[config.mk]
export PLATFORM = sky130hd
export DESIGN_NAME = stk_engine
export DESIGN_NICKNAME = d
export VERILOG_FILES = /design/src/rtl/stk_pkg.sv /design/src/rtl/stk_engine_mem.sv /design/src/rtl/stk_engine.sv
export SDC_FILE = /design/constraint.sdc
export NUM_CORES = 1
export LEC_CHECK = 0
export BUFFER_PORTS_ARGS = -buffer_cell sky130_fd_sc_hd__buf_2
export CORE_MARGIN = 3
export CORE_UTILIZATION = 43
export DETAILED_ROUTE_END_ITERATION = 16
export PLACE_DENSITY = 0.6
export SKIP_CTS_REPAIR_TIMING = 1
export SYNTH_ARGS = -nofsm -noshare
export SYNTH_HDL_FRONTEND = slang
export SYNTH_SLANG_ARGS = --single-unit
[constraint.sdc]
create_clock -name clk -period 4.39 [get_ports clk]
set_clock_uncertainty 0.1 [all_clocks]
set_input_delay 0.878 -clock clk [delete_from_list [all_inputs] [get_ports clk]]
set_output_delay 0.878 -clock clk [all_outputs]
set_load 0.01 [all_outputs]
[src/rtl/stk_pkg.sv]
// Shared types for the LIFO stack engine.
// Opcode encodings keep the original PUSH/POP values.
package stk_pkg;

  typedef enum logic [1:0] {
    OPCODE_NOP     = 2'b00,
    OPCODE_PUSH    = 2'b01,
    OPCODE_POP     = 2'b10,
    OPCODE_REPLACE = 2'b11
  } opcode_t;

endpackage

[src/rtl/stk_engine_mem.sv]
// Stack storage: flop array, one write port, async read.
// Kept separate so an SRAM macro can drop in later.
module stk_engine_mem #(
  parameter int W = 32,
  parameter int N = 16,
  localparam int AW = $clog2(N)
) (
  input  logic          clk,
  input  logic          we,
  input  logic [AW-1:0] waddr,
  input  logic [W-1:0]  wdat,
  input  logic [AW-1:0] raddr,
  output logic [W-1:0]  rdat
);

  logic [W-1:0] mem [N];

  always_ff @(posedge clk) begin
    if (we) mem[waddr] <= wdat;
  end

  assign rdat = mem[raddr];

endmodule

[src/rtl/stk_engine.sv]
// LIFO stack engine with valid/ready command port and
// a one-deep registered response port.
module stk_engine
  import stk_pkg::*;
#(
  parameter int W = 32,
  parameter int N = 16,
  localparam int CW = $clog2(N + 1)
) (
  input  logic          clk,
  input  logic          rst,
  input  logic          flush,
  input  logic          cmd_vld,
  input  opcode_t       cmd_op,
  input  logic [W-1:0]  cmd_dat,
  output logic          cmd_rdy,
  output logic          rsp_vld,
  input  logic          rsp_rdy,
  output logic [W-1:0]  rsp_dat,
  output logic          rsp_err,
  output logic [CW-1:0] occ,
  output logic          empty,
  output logic          full
);

  localparam int AW = $clog2(N);

  typedef struct packed {
    logic [W-1:0] dat;
    logic         err;
  } rsp_t;

  rsp_t          rsp_q;
  rsp_t          rsp_n;
  logic [CW-1:0] occ_n;
  logic          acc;
  logic          wr;
  logic          we;
  logic [AW-1:0] waddr;
  logic [AW-1:0] idx;
  logic [W-1:0]  rdat;

  assign empty   = (occ == '0);
  assign full    = (occ == CW'(N));
  assign cmd_rdy = !flush && (!rsp_vld || rsp_rdy);
  assign acc     = cmd_vld && cmd_rdy;
  assign idx     = AW'(occ - CW'(1));
  assign we      = acc && wr;
  assign rsp_dat = rsp_q.dat;
  assign rsp_err = rsp_q.err;

  always_comb begin
    rsp_n = '0;
    occ_n = occ;
    wr    = 1'b0;
    waddr = AW'(occ);
    unique case (cmd_op)
      OPCODE_PUSH: begin
        if (full) begin
          rsp_n.err = 1'b1;
        end else begin
          wr    = 1'b1;
          occ_n = occ + CW'(1);
        end
      end
      OPCODE_POP: begin
        if (empty) begin
          rsp_n.err = 1'b1;
        end else begin
          rsp_n.dat = rdat;
          occ_n     = occ - CW'(1);
        end
      end
      OPCODE_REPLACE: begin
        if (empty) begin
          rsp_n.err = 1'b1;
        end else begin
          rsp_n.dat = rdat;
          wr        = 1'b1;
          waddr     = idx;
        end
      end
      default: ;
    endcase
  end

  // Flush blocks acceptance, so it never races a command update.
  always_ff @(posedge clk) begin
    if (rst) begin
      occ     <= '0;
      rsp_vld <= 1'b0;
      rsp_q   <= '0;
    end else begin
      if (flush) begin
        occ <= '0;
      end else if (acc) begin
        occ <= occ_n;
      end
      if (acc) begin
        rsp_vld <= 1'b1;
        rsp_q   <= rsp_n;
      end else if (rsp_rdy) begin
        rsp_vld <= 1'b0;
        rsp_q   <= '0;
      end
    end
  end

  stk_engine_mem #(
    .W(W),
    .N(N)
  ) u_mem (
    .clk  (clk),
    .we   (we),
    .waddr(waddr),
    .wdat (cmd_dat),
    .raddr(idx),
    .rdat (rdat)
  );

  a_occ_max: assert property (@(posedge clk) occ <= CW'(N));

  a_op_known: assert property (
    @(posedge clk) disable iff (rst)
    cmd_vld |-> !$isunknown(cmd_op));

  a_rsp_hold: assert property (
    @(posedge clk) disable iff (rst)
    rsp_vld && !rsp_rdy |=>
      rsp_vld && $stable(rsp_dat) && $stable(rsp_err));

endmodule

# After elaboration in Yosys (flattened, before gate mapping)
# Memories as Yosys holds them, arrays and structs flattened.
# Index checks and enable logic that the tools add are counted.
[totals] memories=1 wordCells=44 register_bits=39 in_bits=39 ramBits=512 output_inout_bits=42
[memory_table] name="u_mem.mem" words=16 width=32 read_ports=1 rd_ports_with_merged_regs=0 wr=1 line="stk_engine_mem.sv:16" rtl="logic [W-1:0] mem [N];"
[op_classes] n_eq_ne=6 mux=19 add_sub_neg=2 reduce_logical=12
[op_table] operator="33-bit 2-to-1 mux" n=2
[op_table] operator="32-bit 2-to-1 mux" n=2
[op_table] operator="5-bit 2-to-1 mux" n=2
[op_table] operator="5-bit one-hot mux with 2 select lines" n=1
[op_table] operator="1-bit 2-to-1 mux" n=8
[op_table] operator="4-bit 2-to-1 mux" n=2
[op_table] operator="5-bit by 1-bit adder with 5-bit output (second input constant)" n=1
[op_table] operator="5-bit equality test (second input constant)" n=1
[op_table] operator="5-bit zero test" n=1
[op_table] operator="5-bit by 1-bit subtractor with 5-bit output (second input constant)" n=1
[op_table] operator="2-bit equality test (second input constant)" n=2
[op_table] operator="2-bit inequality test (second input constant)" n=2
[op_table] operator="1-bit one-hot mux with 2 select lines" n=2
[op_table] operator="4-bit AND reduction" n=1
[op_table] operator="2-bit nonzero test" n=2
[op_table] operator="2-bit OR reduction" n=2
[op_table] operator="1-bit logical AND" n=3
[op_table] operator="2-bit by 1-bit equality test with 1-bit output (second input constant)" n=1
[op_table] operator="1-bit zero test" n=2
[op_table] operator="1-bit logical OR" n=1

# Logic depth before layout (Yosys ltp)
[depth] ltp_word=7 mapped_depth=12

# Cells and area by module
# From an unflattened synthesis, not the netlist that was laid out.
[unflattened] cells_unflattened=988 area_unflattened_um2=20895.0
[modules_own_cells] module="stk_engine_mem" area_each_um2=19213.4 seq_area_each_um2=15374.7 n_inst=1 cells_each=806
[modules_own_cells] module="stk_engine" area_each_um2=1681.6 seq_area_each_um2=780.7 n_inst=1 cells_each=182

# Least setup slack after synthesis
# Ideal clock, no wire load.
[synth_timing] kind="register to register" from="register occ[0]" to="memory u_mem.mem[3][0] (enable)" n_path_buf=6 setup_ns=0.421 arrival_ns=3.755 period_less_slack_ns=4.276 slack_ns=0.114 required_ns=3.869 stages_incl_launch_ff=12 cell_sequence="dfxtp_1 > clkbuf_1 > buf_2 > buf_2 > inv_1 > ha_1 > buf_2 > buf_2 > buf_1 > nor4_1 > a22oi_1 > nor2_1"
[synth_via] elab_chain_cells=6 word_cells_on_any_way=11
[synth_rtl] element="start, declared" line="stk_engine.sv:21" rtl="output logic [CW-1:0] occ,"
[synth_rtl] element="start signal, assigned" line="stk_engine.sv:97" rtl="occ <= occ_n;"
[synth_rtl] element="5-bit equality test or 5-bit zero test (tied branches)" line="stk_engine.sv:44, stk_engine.sv:43"
[synth_rtl] element="1-bit 2-to-1 mux, on equally long branches" line="stk_engine.sv:59, stk_engine.sv:75"
[synth_rtl] element="1-bit one-hot mux with 2 select lines" line="stk_engine.sv:57" rtl="unique case (cmd_op)"
[synth_rtl] element="1-bit logical AND" line="stk_engine.sv:48" rtl="assign we = acc && wr;"
[synth_rtl] element="1-bit 2-to-1 mux" line="stk_engine_mem.sv:19" rtl="if (we) mem[waddr] <= wdat;"
[synth_rtl] element="1-bit 2-to-1 mux (not written as such)" line="stk_engine_mem.sv:19"
[synth_rtl] element="end, declared" line="stk_engine_mem.sv:16"
# Several ways; a longest one is shown, not always the timed one.

# Final worst setup path
[layout_timing] from="register occ[0]" to="memory u_mem.mem[4][9] (enable)"
# Same word-level chain as after synthesis.

==> flow_summary.ini <==
[outcome]
status = complete, no violations

[floorplan]
die_h_um = 229
fp.coreArea_um2 = 48300
pin_count = 81
die_width_um = 229
start_util_pct = 44.1
die-area_um2 = 52200
fp-row-count = 80

[global_route]
grt_pass1_wl_um = 67900
grt_max_degree = 112
track_usage_pct = 17.0
antenna_found_initial = 0
grt_overflow = 0
grt_pass1_vias = 10800

[timing]
setup_viol = 0
finalCriticalPeriod_ns = 3.62
rsz0062_at_grt = no
worstMarginPinSlew_ns = 0.987
finalHoldViolations = 0
fmax_ghz = 0.276
post-route-period-util_pct = 82.5
slew_headroom_pct = 34.2
slew_violations = 0
totalNegativeSetupSlack_ns = 0

[hold_path]
min-delay-start = rsp_dat[18]
hold-path-cell-count = 1
hold_path.class = flip-flop to flip-flop
hold-path-endpoint = rsp_dat[18]

[logic_synthesis]
yosysWarnings = 0
avgSynthCellArea_um2 = 21.0
synth.distinct_cells = 55
synth-seq-cells = 551
syn-instance-count = 1015
post-synth-top-area-cell = edfxtp_1
synthArstFlopShare_pct = 0
synthFlopType = edfxtp_1
ys_seq_area_share_pct = 75.8
netlist_top_cells_area = edfxtp_1 72%, mux4_2 14%, dfxtp_1 3.7%
synth-edff-count = 512
syn_nets = 1057
synth_top_area_share_pct = 72.2
syn-cell-area_um2 = 21300

[setup_path]
arrival_ns = 3.83
cp-start-kind = flip-flop
max_stage_delay_ns = 0.69
reg2reg_slack_ns = 0.77
path_max_fanout = 31
crit_path_cell_trace = inv_1 > ha_4 > or4b_1 > inv_1 > nor3_1 > a32oi_1 > nor2_4 > buf_12
required_ns = 4.60
r2r_cells = 8
end_kind = flip-flop
worstSetupPathType = flip-flop to flip-flop
reg2reg_from = occ[0]
cp_common_cell = inv_1
worstReg2RegEnd = u_mem.mem[4][9]
cp_slowest_cell = dfxtp_4

[drt]
totalWireLength_um = 44100
drt-initial-drc-count = 718
drtAntennaViolNets = 0
wl_per_cell_um = 24.1
drc = 0
dr_total_vias = 10200
dr.pass1.iters = 5
avgViaCountPerCell = 5.59

[cells_and_area]
fin_nets = 1169
diodes = 0
drive_gt1_share_pct = 30.0
final_common_cell = edfxtp_1
layout_common_cells = 512 x edfxtp_1, 128 x mux4_2, 80 x buf_2, 70 x nor3_1, 65 x mux2i_1
synthToLayoutAreaGrowth_pct = 15.7

[cts]
cts_max_level = 2
tritoncts = built
cts_num_sinks = 551
clkTransAtPathRegs_ns = 0.06
clock-root-buffer = clkbuf_16
insertion_delay_ns = 0.60
clk_path_buf_depth = 3
numCtsBuffers = 57

[flow_run]
cap_viol_max_count = 0

[place]
hpwl_um = 25700
portBuffers = 80
gp_congestion = 0.772

[power]
power_w = 0.0108
power.density_nw_per_um2 = 438
leakage_nw = 8.28
ir_drop_uv = 258
[stage by stage]
stage               std cells  instance area, um2  hold WS (ns)  worst slack, ns  utilization [%]
floorplan                1015               21300         0.401            0.114                -
global placement         1724               22800         0.344            0.856             47.1
detailed placement       1724               22800         0.355            0.757             47.1
CTS                      1832               24700         0.370            0.734             51.0
global route             1832               24700         0.382            0.458             51.0
finish                   1832               24700         0.365            0.770             51.0
[synthesized netlist by cell type, types with 2 or more instances]
library cell    n
edfxtp_1      512
mux4_2        128
nor3_1         71
mux2i_1        65
dfxtp_1        39
buf_2          33
a211o_1        32
clkbuf_1       24
nor2_1         20
a21oi_1         9
nand3_1         8
nand2_1         7
inv_1           5
nand2b_1        5
a32oi_1         4
nor2b_1         4
ha_1            3
o31ai_1         3
a22oi_1         2
a311oi_1        2
a31oi_1         2
buf_6           2
nor4_1          2
nor4b_1         2
[area by class of cell]
cell class                      instances  area [um2]
Multi-Input combinational cell        398        5000
Tap cell                              656         821
Sequential cell                       551       16200
Timing Repair Buffer                  114         768
Inverter                                5        18.8
Fill cell                            3820       23700
Clock inverter                         33         323
Clock buffer                           75        1570
[critical path, delay by kind of cell, from the launching register on]
kind	cells	cell delay, ns
and+or+nand+nor	3	1.23
buffers and inverters	3	0.71
DFF	1	0.69
AOI/OAI and AO/OA	1	0.32
adders and majority gates	1	0.24
[metal layers]
layer | share of wire [%] | GRT usage (%)
met1 | 44 | 23.0
met2 | 50 | 28.8
met3 | 3.7 | 2.52
met4 | 2.2 | 5.13
met5 | 0 | 0
[where the power goes]
group	internal, W	switching [W]	total [W]
registers	0.00574	0.00000554	0.00575
logic	0.0000876	0.000176	0.000263
clock network	0.00281	0.00198	0.00480
total	0.00864	0.00216	0.0108
[registers in the layout (all words and copies together) (netlist names)]
signal	cells
u_mem.mem	512
rsp_dat	32
occ	5
rsp_err	1
rsp_vld	1
[worst max path at each step]
stage / start / endpoint / slack [ns]
after CTS: occ[0] / u_mem.mem[1][2] / 0.73
after global routing: occ[0] / u_mem.mem[1][2] / 0.46
after detailed placement: occ[0] / u_mem.mem[1][30] / 0.76
final: occ[0] / u_mem.mem[4][9] / 0.77
after floorplan: occ[0] / u_mem.mem[3][0] / 0.11
after global placement: occ[0] / u_mem.mem[1][30] / 0.86
[cell families after synthesis]
group,Yosys count,synth area share (%)
buffers and inverters,66,1.44
xor gates and xnor gates,2,0.117
adders and majority gates,3,0.176
and+or+nand+nor,132,3.25
AOI/OAI and AO/OA,68,2.58
DFF,551,75.8
muxes,193,16.6
No activity file was read; power rests on OpenSTA's default activity.
